`src/rtl/pebble_pkg.sv`:
```
// rtl/pebble_pkg.sv - shared pebble core types and default widths
//
// Purpose: the fetch state encoding, the halt opcode and the address/data
// widths used by fetch, instruction memory and decode.
package pebble_pkg;

  localparam int PEBBLE_ADDR_WIDTH = 10;
  localparam int PEBBLE_DATA_WIDTH = 9;

  // Opcode that ends the program once decode has consumed it.
  localparam logic [PEBBLE_DATA_WIDTH-1:0] PEBBLE_HALT_INSTR = 9'h1FF;

  typedef enum logic [1:0] {
    IDLE   = 2'd0,
    RUN    = 2'd1,
    DRAIN  = 2'd2,
    HALTED = 2'd3
  } fetch_state_t;

endpackage

```
`src/rtl/fetch_unit.sv`:
```
// rtl/fetch_unit.sv - program counter, instruction fetch register and decode handshake
//
// Purpose: owns the pc, presents it to instruction memory, captures the returned
// instruction into a fetch register and hands it to decode over valid/ready.
// Handles start, redirects (with flush) from execute, and halt with a sticky done.
//
// Ports:
//   clk, rst_n                       clock, asynchronous active-low reset
//   start                            one-cycle pulse, begin fetching from RESET_PC
//   imem_addr / imem_instr           instruction memory read address / same-cycle data
//   redirect_valid / redirect_target taken branch or jump, absolute new pc
//   if_valid / if_instr / if_pc      fetch register towards decode
//   id_ready                         decode accepts the fetch register this cycle
//   done                             halt instruction consumed by decode (sticky)
//   fetch_count                      saturating count of instructions handed to decode
module fetch_unit
  import pebble_pkg::*;
#(
  parameter int                    ADDR_WIDTH = PEBBLE_ADDR_WIDTH,
  parameter int                    DATA_WIDTH = PEBBLE_DATA_WIDTH,
  parameter logic [ADDR_WIDTH-1:0] RESET_PC   = '0,
  parameter logic [DATA_WIDTH-1:0] HALT_INSTR = PEBBLE_HALT_INSTR,
  parameter int                    CNT_WIDTH  = 16
) (
  input  logic                  clk,
  input  logic                  rst_n,
  input  logic                  start,
  output logic [ADDR_WIDTH-1:0] imem_addr,
  input  logic [DATA_WIDTH-1:0] imem_instr,
  input  logic                  redirect_valid,
  input  logic [ADDR_WIDTH-1:0] redirect_target,
  output logic                  if_valid,
  output logic [DATA_WIDTH-1:0] if_instr,
  output logic [ADDR_WIDTH-1:0] if_pc,
  input  logic                  id_ready,
  output logic                  done,
  output logic [CNT_WIDTH-1:0]  fetch_count
);

  localparam logic [CNT_WIDTH-1:0]  CNT_MAX = {CNT_WIDTH{1'b1}};
  localparam logic [ADDR_WIDTH-1:0] PC_ONE  = {{(ADDR_WIDTH-1){1'b0}}, 1'b1};
  localparam logic [CNT_WIDTH-1:0]  CNT_ONE = {{(CNT_WIDTH-1){1'b0}}, 1'b1};

  fetch_state_t          state_q, state_d;
  logic [ADDR_WIDTH-1:0] pc_q, pc_d;
  logic                  if_valid_q, if_valid_d;
  logic [DATA_WIDTH-1:0] if_instr_q, if_instr_d;
  logic [ADDR_WIDTH-1:0] if_pc_q, if_pc_d;
  logic                  done_q, done_d;
  logic [CNT_WIDTH-1:0]  cnt_q, cnt_d;

  logic fire;
  logic accept;

  assign fire   = if_valid_q && id_ready;
  assign accept = !if_valid_q || id_ready;

  always_comb begin
    state_d    = state_q;
    pc_d       = pc_q;
    if_valid_d = if_valid_q;
    if_instr_d = if_instr_q;
    if_pc_d    = if_pc_q;
    done_d     = done_q;
    // A fire in the redirect cycle still counts: decode has already sampled it.
    cnt_d      = (fire && (cnt_q != CNT_MAX)) ? cnt_q + CNT_ONE : cnt_q;

    case (state_q)
      IDLE: begin
        if (start) state_d = RUN;
      end
      RUN: begin
        if (redirect_valid) begin
          pc_d       = redirect_target;
          if_valid_d = 1'b0;
        end else if (accept) begin
          if_valid_d = 1'b1;
          if_instr_d = imem_instr;
          if_pc_d    = pc_q;
          // Park the pc on the halt so a frozen unit points at it.
          if (imem_instr == HALT_INSTR) state_d = DRAIN;
          else                          pc_d    = pc_q + PC_ONE;
        end
      end
      DRAIN: begin
        // The fetch register holds the halt; a redirect means it was wrong-path.
        if (redirect_valid) begin
          pc_d       = redirect_target;
          if_valid_d = 1'b0;
          state_d    = RUN;
        end else if (fire) begin
          if_valid_d = 1'b0;
          done_d     = 1'b1;
          state_d    = HALTED;
        end
      end
      HALTED: begin
      end
      default: state_d = IDLE;
    endcase
  end

  always_ff @(posedge clk or negedge rst_n) begin
    if (!rst_n) begin
      state_q    <= IDLE;
      pc_q       <= RESET_PC;
      if_valid_q <= 1'b0;
      if_instr_q <= '0;
      if_pc_q    <= '0;
      done_q     <= 1'b0;
      cnt_q      <= '0;
    end else begin
      state_q    <= state_d;
      pc_q       <= pc_d;
      if_valid_q <= if_valid_d;
      if_instr_q <= if_instr_d;
      if_pc_q    <= if_pc_d;
      done_q     <= done_d;
      cnt_q      <= cnt_d;
    end
  end

  assign imem_addr   = pc_q;
  assign if_valid    = if_valid_q;
  assign if_instr    = if_instr_q;
  assign if_pc       = if_pc_q;
  assign done        = done_q;
  assign fetch_count = cnt_q;

endmodule
```
`config.mk`:
```
export PLATFORM = sky130hd
export DESIGN_NAME = fetch_unit
export DESIGN_NICKNAME = d
export VERILOG_FILES = /design/src/rtl/pebble_pkg.sv /design/src/rtl/fetch_unit.sv
export SDC_FILE = /design/constraint.sdc
export NUM_CORES = 1
export LEC_CHECK = 0
export BUFFER_PORTS_ARGS = -buffer_cell sky130_fd_sc_hd__buf_2
export CORE_MARGIN = 1.5
export CORE_UTILIZATION = 50
export DETAILED_ROUTE_END_ITERATION = 8
export HOLD_SLACK_MARGIN = 0.08
export PLACE_DENSITY = 0.78
export SETUP_SLACK_MARGIN = 0.2
export SLEW_MARGIN = 20
export SYNTH_ARGS = -nofsm -noshare
export SYNTH_HDL_FRONTEND = slang
export SYNTH_SLANG_ARGS = --single-unit
```
`constraint.sdc`:
```
create_clock -name clk -period 2.09 [get_ports clk]
set_clock_uncertainty 0.15 [all_clocks]
set_input_delay 0.209 -clock clk [delete_from_list [all_inputs] [get_ports clk]]
set_output_delay 0.209 -clock clk [all_outputs]
set_load 0.05 [all_outputs]
```
==> flow_metrics.py, run 1 <==
metrics = {
    "routing": {
        "finalWirelength_um": 5485,
        "routed-via-count": 2057,
        "vias_per_cell": 5.605,
        "wl_per_cell_um": 14.95,
        "drtAntennaViolNets": 0,
        "post-route-drc-count": 0,
        "drtIter0Drc": 218,
        "first_pass_iters": 4,
    },
    "critical_path": {
        "critPathCaptureType": "flip-flop",
        "max_stage_delay_ps": 440,
        "timing.critical_path.to": "imem_addr[9]",
        "worst_setup_path_startpoint": "state_q[1]",
        "critical_path_required_ps": 2130,
        "count_of_cell_instances_traversed_by_the_critical_path": 6,
        "reg2reg_to": "imem_addr[9]",
        "cp-start-kind": "flip-flop",
        "worstRegToRegCells": 6,
        "worst_r2r_startpoint": "state_q[1]",
        "r2r_setup_slack_ps": 150,
        "worst_path_dominant_cell_family": "simple AND/OR/NAND/NOR gates",
        "critPathArrivalTime_ps": 1980,
        "cp_max_fo": 4,
        "path_cells": "inv_2, ha_4, nand3_2, or4_4, o31a_1, o22a_1",
        "critPathSlowestCell": "dfrtp_1",
        "critical_path_buf_inv_count": 1,
        "criticalPathCategory": "reg -> reg",
    },
    "synthesis": {
        "synth_seq_cells": 49,
        "synth-edff-count": 0,
        "synthesis.nets": 243,
        "syn_avg_cell_area_um2": 11.18,
        "netlist.area_leader.share_pct": 51.47,
        "synth_cell_type_count": 43,
        "netlist_instances": 213,
        "synthesis.area_um2": 2382,
        "synthDominantAreaCellType": "dfrtp_1",
        "synth.yosys.warnings": 0,
        "async_reset_ff_share_pct": 100.0,
        "ys_top_cells_by_area": "dfrtp_1 51%, mux2_2 9.5%, nor2_1 3.3%",
        "synth-main-ff-cell": "dfrtp_1",
        "yosysSeqAreaShare_pct": 51.47,
    },
    "placement": {
        "count_of_port_buffers_added_during_placement": 70,
        "place.detailed.hpwl_um": 3484,
        "post_place_cell_area_um2": 2824,
        "gp_congestion": 0.8391,
    },
    "grt": {
        "first_global_vias": 1862,
        "overflow": 0,
        "global_route_wire_length_before_repair_um": 8549,
        "maximum_number_of_pins_on_one_net_before_global_route_repair": 50,
        "total_grt_usage_pct": 21.14,
        "number_of_antenna_violations_at_the_first_check_in_global_routing": 0,
    },
    "final_layout": {
        "layout.nets": 344,
        "final.fill_count": 328,
        "synthesis_to_finish_area_growth_pct": 34.93,
        "antenna_cells": 0,
        "finish.utilization_pct": 71.84,
        "final_area_um2": 3214,
        "multi_input_comb_area_um2": 1180,
        "seq_area_um2": 1247,
        "layout-drive-gt1-share_pct": 47.62,
    },
    "floorplan": {
        "die_h_um": 72.03,
        "io_pins": 71,
        "starting_utilization_of_the_core_area_pct": 53.24,
        "die-area_um2": 5188,
        "design.core.area_um2": 4474,
        "die-width_um": 72.03,
        "placementRows": 24,
    },
    "sta": {
        "setup_violations": 0,
        "final_period_minus_worst_setup_slack_ps": 1939,
        "fin_tns_setup_ps": 0,
        "maxClockFrequency_mhz": 515.7,
        "grt_setup_unrepaired": "yes",
        "maxSlewViolCount": 0,
        "timing_hold_violations_final": 0,
        "period_utilization_pct": 92.78,
        "worstMarginPinSlew_ps": 438.8,
        "worst_slew_margin_rel_pct": 70.74,
    },
    "clock_tree": {
        "ctsHtreeMaxLevel": 2,
        "clk_pin_slew_worst_paths_ps": 90,
        "clock_sink_total": 49,
        "cts_tree": "yes",
        "cts.path.max_buffers": 2,
        "clkLatencyLatePin_ps": 290,
        "cts_buffers": 5,
        "cts_root_buffer": "clkbuf_8",
    },
    "run": {
        "drv.max_cap_violation_count": 0,
    },
    "pwr": {
        "power.density_cell_area_nw_per_um2": 1671,
        "finalPower_mw": 5.371,
        "static-leakage-power_nw": 1.490,
        "max_rail_drop_vdd_v": 0.001090,
    },
    "worst_hold_path": {
        "hold-path-cell-count": 3,
        "worstHoldPathType": "in -> reg",
    },
    "status": {
        "outcome": "complete, no violations",
    },
}
==> where the power goes <==
part	internal, mW	switching (mW)	total [mW]
Clock	0.237	0.303	0.540
Sequential	1.34	0.330	1.67
Combinational	1.07	2.09	3.16
Total	2.65	2.72	5.37
==> worst reg2reg max path, cell delays in order (launching register included) <==
cell	delay, ps
dfrtp_1	440
inv_2	130
ha_4	160
nand3_2	80
or4_4	430
o31a_1	290
o22a_1	150
==> synth_stat cells (4+ instances only) <==
library cell   n
dfrtp_1       49
nand3_1        6
inv_1          7
o22a_1         4
a21oi_1        8
nand4_1        9
nand2_1       16
a31oi_1        4
xor2_1         6
xnor2_1        9
o21ai_0        5
mux2_2        20
ha_1           6
nor2_1        21
==> worst min-delay path by stage <==
stage | from | end | slack, ps
floorplan | rst_n | done | -240
global placement | rst_n | if_instr[4] | 70
detailed placement | rst_n | if_instr[4] | 70
CTS | redirect_target[1] | imem_addr[1] | 90
global route | redirect_target[1] | imem_addr[1] | 120
finish | redirect_target[1] | imem_addr[1] | 100
==> state kept, by name, indices dropped and copies added (netlist names) <==
name and cells:
if_pc 10, if_instr 9, if_valid 1, imem_addr 10
state_q 2, fetch_count 16, done 1
==> per-layer routing <==
metal	global-route usage, %	routed length [um]
met3	5.000	257
met4	8.595	126
met5	0	0
met1	26.06	2321
met2	35.91	2779
==> logic make-up (layout without fill, tap and decap cells) <==
family,after synthesis,count (layout),synth area share [%]
flops,49,49,51.47
buf+inv,12,113,2.363
mux,23,23,10.71
fa+ha+maj,6,6,3.151
xor+xnor,15,15,5.515
compound gates,35,36,10.35
simple gates,73,73,16.44
==> cell type report <==
cell class,count,share of cell area (%)
Clock buffer,7,2.374
Clock inverter,1,0.2336
Inverter,7,0.8174
Multi-Input combinational cell,153,36.71
Sequential cell,49,38.81
Tap cell,52,2.024
Timing Repair Buffer,98,19.03
==> placed cells by master, fill, tap and decap left out, types with 2 or more instances in the layout <==
cell type / count
buf_2: 70
dfrtp_1: 32
nor2_1: 21
mux2_2: 19
dfrtp_2: 17
nand2_1: 15
dlygate4sd3_1: 14
buf_4: 12
nand4_1: 9
xnor2_1: 9
a21oi_1: 8
nand3_1: 6
xor2_1: 6
inv_1: 5
o21ai_0: 5
clkbuf_8: 5
a31oi_1: 4
o22a_1: 4
ha_1: 4
mux2i_1: 3
and4_1: 3
inv_2: 2
or2_2: 2
o22a_2: 2
o21bai_1: 2
nor3_2: 2
nand3_2: 2
nor3_1: 2
and3_1: 2
ha_4: 2
clkbuf_1: 2
==> per-stage QoR <==
step / worst slack (ps) / hold slack [ps] / instances
3_3_place_gp: 135.3 / 65.70 / 333
6_report: 150.8 / 95.42 / 367
4_1_cts: 200.4 / 93.40 / 358
5_1_grt: 74.79 / 121.6 / 367
3_5_place_dp: 36.95 / 65.58 / 333
2_1_floorplan: 132.1 / -236.6 / 213
==> timing repair <==
action,4_1_cts,5_1_grt
resized for setup,6,8
endpoints found under the hold margin,62,0
hold buffers,14,0
pin swaps,0,5
buffers inserted,3,8
gates cloned,0,1
setup endpoints to repair,11,10
(Power assumes the default switching activity.)
==> inputs of run 2 (changes only) <==
==> constraint.sdc (replaced) <==
create_clock -name clk -period 2.09 [get_ports clk]
set_clock_uncertainty 0.15 [all_clocks]
set_input_delay 0.1045 -clock clk [delete_from_list [all_inputs] [get_ports clk]]
set_output_delay 0.1045 -clock clk [all_outputs]
set_load 0.05 [all_outputs]
==> flow_metrics.py, run 2 (same netlist as run 1, synthesis figures left out) <==
metrics = {
    "status": {
        "outcome": "complete, no violations",
    },
    "final_layout": {
        "layout.cells.most_common": "buf_2",
        "stdcell_count": 368,
        "layout.nets": 345,
        "synthesis_to_finish_area_growth_pct": 37.66,
        "layout-drive-gt1-share_pct": 46.20,
        "largest_reg_flops": 16,
        "layout_common_cells": "70 x buf_2, 32 x dfrtp_1, 21 x nor2_1, 21 x dlygate4sd3_1, 19 x mux2_2",
        "antenna_cells": 0,
        "final.fill_count": 308,
    },
    "sta": {
        "maxClockFrequency_mhz": 519.7,
        "grt_setup_unrepaired": "yes",
        "period_utilization_pct": 92.07,
        "timing_hold_violations_final": 0,
        "worstMarginPinSlew_ps": 594.2,
        "final_period_minus_worst_setup_slack_ps": 1924,
        "worst_slew_margin_rel_pct": 60.39,
        "setup_violations": 0,
        "fin_tns_setup_ps": 0,
        "smallest_setup_slack_after_layout_ps": 165.8,
        "maxSlewViolCount": 0,
    },
    "grt": {
        "global_route_wire_length_before_repair_um": 8473,
        "total_grt_usage_pct": 21.06,
        "maximum_number_of_pins_on_one_net_before_global_route_repair": 50,
        "overflow": 0,
        "first_global_vias": 1897,
        "number_of_antenna_violations_at_the_first_check_in_global_routing": 0,
    },
    "clock_tree": {
        "clkLatencyLatePin_ps": 300,
        "clock_sink_total": 49,
        "cts_tree": "yes",
        "ctsHtreeMaxLevel": 2,
        "clk_pin_slew_worst_paths_ps": 90,
        "cts.path.max_buffers": 2,
        "cts_root_buffer": "clkbuf_8",
        "cts_buffers": 5,
    },
    "pwr": {
        "max_rail_drop_vdd_v": 0.001036,
        "power.density_cell_area_nw_per_um2": 1664,
        "static-leakage-power_nw": 1.514,
    },
    "routing": {
        "finalWirelength_um": 5493,
        "drtAntennaViolNets": 0,
        "post-route-drc-count": 0,
        "wl_per_cell_um": 14.93,
        "vias_per_cell": 5.546,
        "drtIter0Drc": 157,
        "first_pass_iters": 6,
        "routed-via-count": 2041,
    },
    "floorplan": {
        "die-width_um": 72.03,
        "io_pins": 71,
        "die-area_um2": 5188,
        "starting_utilization_of_the_core_area_pct": 53.24,
        "die_h_um": 72.03,
        "placementRows": 24,
        "design.core.area_um2": 4474,
    },
    "placement": {
        "gp_congestion": 0.7836,
        "count_of_port_buffers_added_during_placement": 70,
        "detailedPlace.worstSlack_ps": -2.784,
        "place.detailed.hpwl_um": 3427,
        "dp.cells": 333,
    },
    "critical_path": {
        "critPathCaptureType": "flip-flop",
        "critPathArrivalTime_ps": 1970,
        "critical_path_required_ps": 2140,
        "cp-start-kind": "flip-flop",
        "cp_max_fo": 4,
        "criticalPathCategory": "reg -> reg",
    },
    "worst_hold_path": {
        "worstHoldPathType": "in -> reg",
    },
    "run": {
        "drv.max_cap_violation_count": 0,
    },
}
run 2: worst max-delay path, cell delays in order, from the launching register on:
cell and delay, ps:
dfrtp_1 440, inv_2 120, ha_4 160, nand3_2 70, or4_4 490, o31a_1 250, o22a_1 150
run 2: worst paths after layout:
kind / start / end / slack (ps) / cells past startpoint
min reg2reg: fetch_count[10] / fetch_count[10] / 330 / 1
max reg2reg: state_q[1] / imem_addr[9] / 170 / 6
max in group asynchronous: rst_n / imem_addr[1] / 1080 / 3
min in group asynchronous: rst_n / if_instr[4] / 270 / 3
max: state_q[1] / imem_addr[9] / 170 / 6
min: redirect_valid / imem_addr[6] / 130 / 3
run 2: report_power, final:
group          switching [mW]  internal (mW)
Combinational            2.06           1.02
Clock                   0.306          0.390
Sequential              0.344           1.34
Total                    2.71           2.75
run 2: repair_timing:
action | CTS | global route
endpoints found under the hold margin | 69 | 0
gates resized for setup | 6 | 11
cloned | 0 | 1
hold buffers | 21 | 0
pin swaps | 0 | 1
endpoints found under the setup margin | 11 | 14
setup buffers | 2 | 3
run 2: metrics by stage:
stage | power [mW] | hold slack (ps) | util, % | area [um2]
after floorplan | 3.857 | -341.1 | - | 2404
after global placement | 4.408 | 86.14 | 62.84 | 2811
after detailed placement | 4.472 | 88.85 | 62.84 | 2811
after CTS | 5.287 | 100.3 | 71.11 | 3182
after global routing | 5.750 | 152.2 | 73.29 | 3279
final | 5.456 | 126.1 | 73.29 | 3279
run 2: routing by layer:
layer,vias up,routed length (um),global-route usage (%),share of wire [%]
met5,-,0,0,0
met3,15,179,4.444,3.3
met2,59,2770,36.11,50
met4,0,119,8.595,2.2
li1,979,-,-,-
met1,988,2423,25.96,44
run 2: final cells by class:
cell class / count / area [um2] / area share, %
multi-input combinational: 153 / 1204 / 36.70
inverter: 7 / 26.28 / 0.8012
clock inverter: 1 / 30.03 / 0.9157
clock buffer: 7 / 86.33 / 2.633
sequential: 49 / 1247 / 38.04
tap: 52 / 65.06 / 1.984
timing repair buffer: 99 / 620.6 / 18.92
==> inputs of run 3 (changes only) <==
Settings changed: BUFFER_PORTS_ARGS -buffer_cell sky130_fd_sc_hd__buf_2 to not set, DONT_BUFFER_PORTS set to 1, PLACE_DENSITY 0.78 to not set, RECOVER_POWER set to 25.
==> flow_metrics.py, run 3 (same netlist as run 1, synthesis figures left out) <==
metrics = {
    "sta": {
        "grt_setup_unrepaired": "yes",
        "worst_slew_margin_rel_pct": 20.40,
        "fin_tns_setup_ps": 0,
        "maxSlewViolCount": 0,
        "worstMarginPinSlew_ps": 1194,
        "period_utilization_pct": 89.22,
        "final_period_minus_worst_setup_slack_ps": 1865,
        "maxClockFrequency_mhz": 536.3,
        "timing_hold_violations_final": 0,
        "setup_violations": 0,
    },
    "grt": {
        "number_of_antenna_violations_at_the_first_check_in_global_routing": 0,
        "total_grt_usage_pct": 21.54,
        "global_route_wire_length_before_repair_um": 8700,
        "maximum_number_of_pins_on_one_net_before_global_route_repair": 50,
        "overflow": 0,
        "first_global_vias": 1950,
    },
    "clock_tree": {
        "ctsHtreeMaxLevel": 2,
        "cts_buffers": 5,
        "clkLatencyLatePin_ps": 300,
        "cts_root_buffer": "clkbuf_8",
        "clock_sink_total": 49,
        "cts_tree": "yes",
        "cts.path.max_buffers": 2,
        "clk_pin_slew_worst_paths_ps": 80,
    },
    "routing": {
        "drtIter0Drc": 89,
        "routed-via-count": 1886,
        "drtAntennaViolNets": 0,
        "post-route-drc-count": 0,
        "finalWirelength_um": 5432,
        "first_pass_iters": 4,
        "vias_per_cell": 5.821,
        "wl_per_cell_um": 16.77,
    },
    "critical_path": {
        "critPathArrivalTime_ps": 1910,
        "critPathCaptureType": "flip-flop",
        "cp-start-kind": "flip-flop",
        "critical_path_required_ps": 2130,
        "cp_max_fo": 4,
        "criticalPathCategory": "reg -> reg",
    },
    "final_layout": {
        "stdcell_count": 324,
        "largest_reg_flops": 16,
        "synthesis_to_finish_area_growth_pct": 31.15,
        "layout.nets": 301,
        "final_area_um2": 3124,
        "layout.cells.most_common": "dfrtp_1",
        "layout_common_cells": "32 x dfrtp_1, 31 x buf_4, 24 x dlygate4sd3_1",
        "layout-drive-gt1-share_pct": 36.03,
        "antenna_cells": 0,
    },
    "placement": {
        "gp_congestion": 0.8226,
        "post_place_cell_area_um2": 2634,
        "dp.cells": 286,
        "count_of_port_buffers_added_during_placement": 0,
        "place.detailed.hpwl_um": 3827,
    },
    "pwr": {
        "seq_power_share_pct": 45.0,
        "p_switching_mw": 2.646,
        "pwr-share-comb_pct": 40.4,
        "power.density_cell_area_nw_per_um2": 1716,
        "internal-power_mw": 2.715,
        "max_rail_drop_vdd_v": 0.0007615,
        "p_clk_share_pct": 14.5,
        "power.switching_fraction_pct": 49.36,
        "static-leakage-power_nw": 1.351,
    },
    "floorplan": {
        "die-area_um2": 5188,
        "starting_utilization_of_the_core_area_pct": 53.24,
        "design.core.area_um2": 4474,
        "die_h_um": 72.03,
        "die-width_um": 72.03,
        "placementRows": 24,
        "io_pins": 71,
    },
    "run": {
        "drv.max_cap_violation_count": 0,
    },
    "status": {
        "outcome": "complete, no violations",
    },
    "worst_hold_path": {
        "worstHoldPathType": "in -> reg",
    },
}
-- run 3: area by class of cell --
class                           count  area [um2]
Fill cell                         341        1350
Sequential cell                    49        1247
Multi-Input combinational cell    152        1174
Timing Repair Buffer               56       478.0
Clock buffer                        5       68.82
Clock inverter                      3       65.06
Tap cell                           52       65.06
Inverter                            7       26.28
-- run 3: repair_timing --
item / 4_1_cts / 5_1_grt
hold buffers: 25 / 0
endpoints found under the hold margin: 76 / 0
setup buffers: 2 / 3
pin swaps: 0 / 4
resized for setup: 6 / 7
setup endpoints to repair: 11 / 11
-- run 3: critical path, cell delays in order, from the launching register on --
cell and delay [ps]:
dfrtp_1 440, inv_2 120, ha_4 160, nand3_2 70, or4_4 430, o31a_1 250, o22a_1 150
-- run 3: stage by stage --
stage / setup WS, ps / total power, mW / hold slack (ps) / utilization (%)
2_1_floorplan: 132.1 / 3.857 / -341.1 / -
3_3_place_gp: 132.4 / 4.248 / -340.1 / 58.86
3_5_place_dp: 53.58 / 4.334 / -340.0 / 58.86
4_1_cts: 209.6 / 5.276 / 103.0 / 68.82
5_1_grt: 154.8 / 5.645 / 121.3 / 69.83
6_report: 225.4 / 5.361 / 98.62 / 69.83
-- run 3: worst paths after layout --
kind                                  from              end  slack, ps  cells past startpoint
setup / recovery                state_q[1]     imem_addr[9]        230                      6
hold / removal              redirect_valid     imem_addr[0]        100                      3
setup reg to reg                state_q[1]     imem_addr[9]        230                      6
hold reg to reg            fetch_count[13]  fetch_count[13]        360                      1
max in group asynchronous            rst_n  fetch_count[14]        530                      2
min in group asynchronous            rst_n      if_instr[1]        460                      2
-- run 3: routing by layer --
layer | track usage (%) | wire length [um] | vias up
li1 | - | - | 888
met1 | 25.32 | 2259 | 936
met2 | 36.83 | 2790 | 55
met3 | 6.111 | 300 | 7
met4 | 9.434 | 82 | 0
met5 | 0 | 0 | -
-- run 3: power by group through the flow --
stage / clock network (mW) / logic, mW / registers [mW]
3_3_place_gp: 0 / 1.84 / 2.41
2_1_floorplan: 0 / 0.972 / 2.88
3_5_place_dp: 0 / 1.90 / 2.43
5_1_grt: 0.834 / 2.35 / 2.46
4_1_cts: 0.797 / 2.07 / 2.40
6_report: 0.780 / 2.17 / 2.41
